### src/rtl/apb_slave_regfile.sv
// APB register-file responder: DEPTH x 32-bit words with programmable wait
// states and a slave-error response for misaligned or out-of-window addresses.
module apb_slave_regfile #(
  parameter int unsigned SLAVE_ID    = 0,
  parameter int unsigned DEPTH       = 16,
  parameter logic [31:0] BASE_ADDR   = 32'h8000_0000,
  parameter int unsigned WAIT_STATES = 2
) (
  input  logic        Hclk,
  input  logic        Hresetn,
  input  logic [2:0]  Pselx,
  input  logic        Penable,
  input  logic        Pwrite,
  input  logic [31:0] Paddr,
  input  logic [31:0] Pwdata,
  output logic [31:0] Prdata,
  output logic        Pready,
  output logic        Pslverr
);

  localparam int unsigned IDX_W = $clog2(DEPTH);

  localparam logic [0:0] IDLE   = 1'b0;
  localparam logic [0:0] ACCESS = 1'b1;

  logic [0:0]       state;
  logic [3:0]       cnt;
  logic [IDX_W-1:0] idx_q;
  logic             err_q;
  logic             write_q;
  logic [31:0]      wdata_q;
  logic [31:0]      mem [DEPTH];

  logic             sel;
  logic [31:0]      off;
  logic             dec_err;
  logic [IDX_W-1:0] dec_idx;

  // Only our own select bit matters; the others belong to sibling slaves.
  logic unused_sel_bits;
  assign unused_sel_bits = ^Pselx;

  assign sel = Pselx[SLAVE_ID];

  // Wrap-around of the subtraction is caught by the Paddr < BASE_ADDR term.
  always_comb begin
    off     = Paddr - BASE_ADDR;
    dec_err = (Paddr < BASE_ADDR) || (off[1:0] != 2'b00) || ((off >> 2) >= 32'(DEPTH));
    dec_idx = off[IDX_W+1:2];
  end

  // NOTE: sequential state uses non-blocking assignments so every register
  // samples pre-edge values regardless of statement order.
  always_ff @(posedge Hclk) begin
    if (!Hresetn) begin
      state   <= IDLE;
      cnt     <= '0;
      idx_q   <= '0;
      err_q   <= 1'b0;
      write_q <= 1'b0;
      wdata_q <= '0;
      // NOTE: the register file itself is cleared on reset, so it is built
      // from flops rather than a RAM macro.
      for (int i = 0; i < DEPTH; i++) begin
        mem[i] <= '0;
      end
    end else begin
      case (state)
        IDLE: begin
          if (sel && !Penable) begin
            idx_q   <= dec_idx;
            err_q   <= dec_err;
            write_q <= Pwrite;
            wdata_q <= Pwdata;
            cnt     <= 4'(WAIT_STATES);
            state   <= ACCESS;
          end
        end
        ACCESS: begin
          if (!(sel && Penable)) begin
            state <= IDLE;  // protocol violation: drop the transfer silently
          end else if (cnt != 4'd0) begin
            cnt <= cnt - 4'd1;
          end else begin
            if (write_q && !err_q) begin
              mem[idx_q] <= wdata_q;
            end
            state <= IDLE;
          end
        end
        default: state <= IDLE;
      endcase
    end
  end

  // Outputs depend only on registered state, never on the live bus.
  assign Pready  = (state == ACCESS) && (cnt == 4'd0);
  assign Pslverr = Pready && err_q;
  assign Prdata  = (Pready && !write_q && !err_q) ? mem[idx_q] : 32'h0;

endmodule
### config.mk
export PLATFORM = sky130hd
export DESIGN_NAME = apb_slave_regfile
export DESIGN_NICKNAME = d
export VERILOG_FILES = /design/src/rtl/apb_slave_regfile.sv
export SDC_FILE = /design/constraint.sdc
export NUM_CORES = 1
export LEC_CHECK = 0
export BUFFER_PORTS_ARGS = -buffer_cell sky130_fd_sc_hd__buf_4
export CAP_MARGIN = 30
export CORE_ASPECT_RATIO = 2
export CORE_MARGIN = 2
export CORE_UTILIZATION = 52
export DETAILED_ROUTE_END_ITERATION = 10
export PLACE_DENSITY = 0.69
export RECOVER_POWER = 25
export SLEW_MARGIN = 10
export SYNTH_ARGS = -nofsm -noshare
export SYNTH_HDL_FRONTEND = slang
export SYNTH_SLANG_ARGS = --single-unit
### constraint.sdc
create_clock -name Hclk -period 8.5 [get_ports Hclk]
set_input_delay 1.275 -clock Hclk [delete_from_list [all_inputs] [get_ports Hclk]]
set_output_delay 1.275 -clock Hclk [all_outputs]
set_load 0.01 [all_outputs]
==> impl_metrics.json <==
{
  "drt_iter0_markers": 1114,
  "power.leakage_nw": 9.96,
  "synthesis.nets": 1791,
  "cts_tree": "yes",
  "ir_drop_v": 0.000144,
  "final_nets": 1835,
  "rr_worst_depth": 8,
  "fin_skew_ps": 23.4,
  "final_cell_mix": "edfxtp_1, and2_1, and2_0",
  "h-tree-depth": 2,
  "r2r_end": "mem[9][9]",
  "grt_pass1_wl_mm": 93.4,
  "setup_ws_ps": 2880,
  "layout_commonest_cell": "edfxtp_1",
  "dp_hpwl_mm": 36.7,
  "first_pass_iters": 5,
  "syn_area_mm2": 0.0253,
  "hold_class": "reg2reg",
  "worst-r2r-setup-slack_ps": 3400,
  "cts_num_sinks": 559,
  "pwr-share-seq_pct": 55.9,
  "start_kind": "primary input",
  "antenna_left": 0,
  "maxSlewHeadroom_pct": -65.3,
  "path_class": "in2reg",
  "arrival_ps": 5840,
  "post-route-period-util_pct": 66.1,
  "hold_buffers": 0,
  "viasPerCell": 5.93,
  "std_cell_rows": 114,
  "postCtsSetupBuffers": 0,
  "swShare_pct": 21.6,
  "dp_cells": 2351,
  "finalSetupViolCount": 0,
  "ys_types": 44,
  "drc": 0,
  "violations": "max-capacitance violations, max-slew violations",
  "stdcell_count": 2440,
  "via_count": 14474,
  "grt_remaining_overflow": 0,
  "internal_power_w": 0.00440,
  "ys_ff_latch": 559,
  "combPwrFrac_pct": 5.4,
  "outcome": "complete, but fails checks",
  "maxCapViolations": 11,
  "setup_tns_ps": 0,
  "critical_path.max_fanout": 60,
  "cts_resized": 0,
  "avgSynthCellArea_um2": 14.7,
  "p_per_area_mw_per_mm2": 199,
  "grt_max_degree": 61,
  "worstSetupStartpoint": "Hresetn",
  "yosysWarnings": 0,
  "die_x_um": 160,
  "layout_min_cycle_time_ps": 5620,
  "post_drt_wl_per_cell_um": 26.2,
  "antenna_found_initial": 1,
  "io_buffers": 102,
  "grt.total_usage_pct": 25.4,
  "cts_buffers": 47,
  "dp_slack_ps": 3360,
  "cp.required_ps": 8730,
  "worstMarginPinSlew_ps": 2480,
  "routed_wl_mm": 63.8,
  "place.gp.congestion": 0.756,
  "synth_cells": 1719,
  "drive_gt1_share_pct": 21.5,
  "die_y_um": 316,
  "clockBufferDepth": 3,
  "syn_to_final_growth_pct": 11.1,
  "clk_latency_ps": 580,
  "yosysSeqAreaShare_pct": 64.4,
  "hold_viol": 0,
  "rr_startpoint": "cnt[0]",
  "pin_count": 105,
  "grt_setup_unrepaired": "false",
  "end_kind": "flip-flop",
  "max_freq_mhz": 178,
  "finalMaxSlewViolations": 269,
  "core-area_mm2": 0.0482,
  "ctsRootBufferMaster": "clkbuf_16",
  "start_util_pct": 52.5,
  "die_area_mm2": 0.0506,
  "power.clock.fraction_pct": 38.7,
  "path_clk_slew_ps": 70,
  "holdWs_ps": 498,
  "worstSetupEndpoint": "mem[9][9]",
  "p_sw_w": 0.00122,
  "grt_pass1_vias": 15110
}
cell usage after synthesis, drive strengths merged:
cell type	count	share of area [%]
dfxtp	47	3.7
nor4b	1	0.035
nor2b	3	0.074
inv	65	0.96
ha	1	0.049
or3	1	0.025
nor3b	2	0.059
a21o	1	0.030
mux2i	6	0.24
clkbuf	114	1.9
o221a	1	0.044
and2	515	13
a31oi	2	0.049
nor4	6	0.15
nand3	3	0.059
nor3	4	0.26
and3	2	0.049
o211a	1	0.040
buf	32	0.93
o21ai	13	0.26
nand3b	1	0.030
nand4	5	0.12
o22ai	1	0.025
or4	3	0.089
a2bb2oi	1	0.035
o2111ai	1	0.035
nor2	18	0.52
a21boi	38	1.1
edfxtp	512	61
nand2	115	1.7
o221ai	31	1.1
mux4	125	11
a21oi	4	0.079
or3b	1	0.035
and4	2	0.069
mux2	31	1.4
or4b	1	0.040
nand2b	9	0.22
per-stage QoR:
step	utilization [%]	cell area, um^2	power (W)
floorplan	-	25300	0.00337
global placement	55.1	26600	0.00349
detailed placement	55.5	26700	0.00351
CTS	58.7	28300	0.00564
global route	58.4	28100	0.00576
finish	58.4	28200	0.00562
worst min path at each step:
stage | slack (ps) | endpoint | cells past startpoint | startpoint
final | 500 | write_q | 2 | write_q
after global routing | 540 | cnt[1] | 1 | cnt[1]
after CTS | 510 | write_q | 2 | write_q
after detailed placement | 500 | write_q | 2 | write_q
after global placement | 480 | write_q | 2 | write_q
after floorplan | 460 | write_q | 2 | write_q
power groups by stage:
| stage | sequential, W | combinational, W | clock [W] |
|---|---|---|---|
| 5_1_grt | 0.00315 | 0.000322 | 0.00229 |
| 2_1_floorplan | 0.00317 | 0.000203 | 0 |
| 4_1_cts | 0.00314 | 0.000307 | 0.00219 |
| 3_3_place_gp | 0.00319 | 0.000302 | 0 |
| 6_report | 0.00314 | 0.000303 | 0.00217 |
| 3_5_place_dp | 0.00320 | 0.000306 | 0 |
registers in the layout, summed over array words and instances, names as in the netlist, named ones only:
signal and cells:
cnt 4, err_q 1, idx_q 4, wdata_q 32, mem 512, state 1, write_q 1
logic make-up after synthesis:
group / synth area share (%)
and+or+nand+nor: 16.3
DFF: 64.4
buffers and inverters: 3.76
muxes: 12.7
AOI/OAI and AO/OA: 2.79
adders and majority gates: 0.0494
critical path: stages:
cell and delay (ps):
buf_4 680, nand4_1 260, or4_1 760, nor3_4 200, clkbuf_1 1480, nand2b_2 700, buf_4 440
routing by layer:
layer	track usage (%)	wire (um)	vias up
met3	2.47	3180	182
li1	-	-	6256
met5	0	8	-
met2	49.0	35500	532
met1	28.5	22100	7502
met4	10.6	2940	2
layout make-up:
class,count,area (um^2)
clock buffer,65,1330
clock inverter,22,206
antenna,1,2.50
inverter,65,244
timing repair buffer,141,1090
tap,638,798
multi-input combinational,949,8160
sequential,559,16300
fill,3827,20100
(Power assumes the default switching activity.)
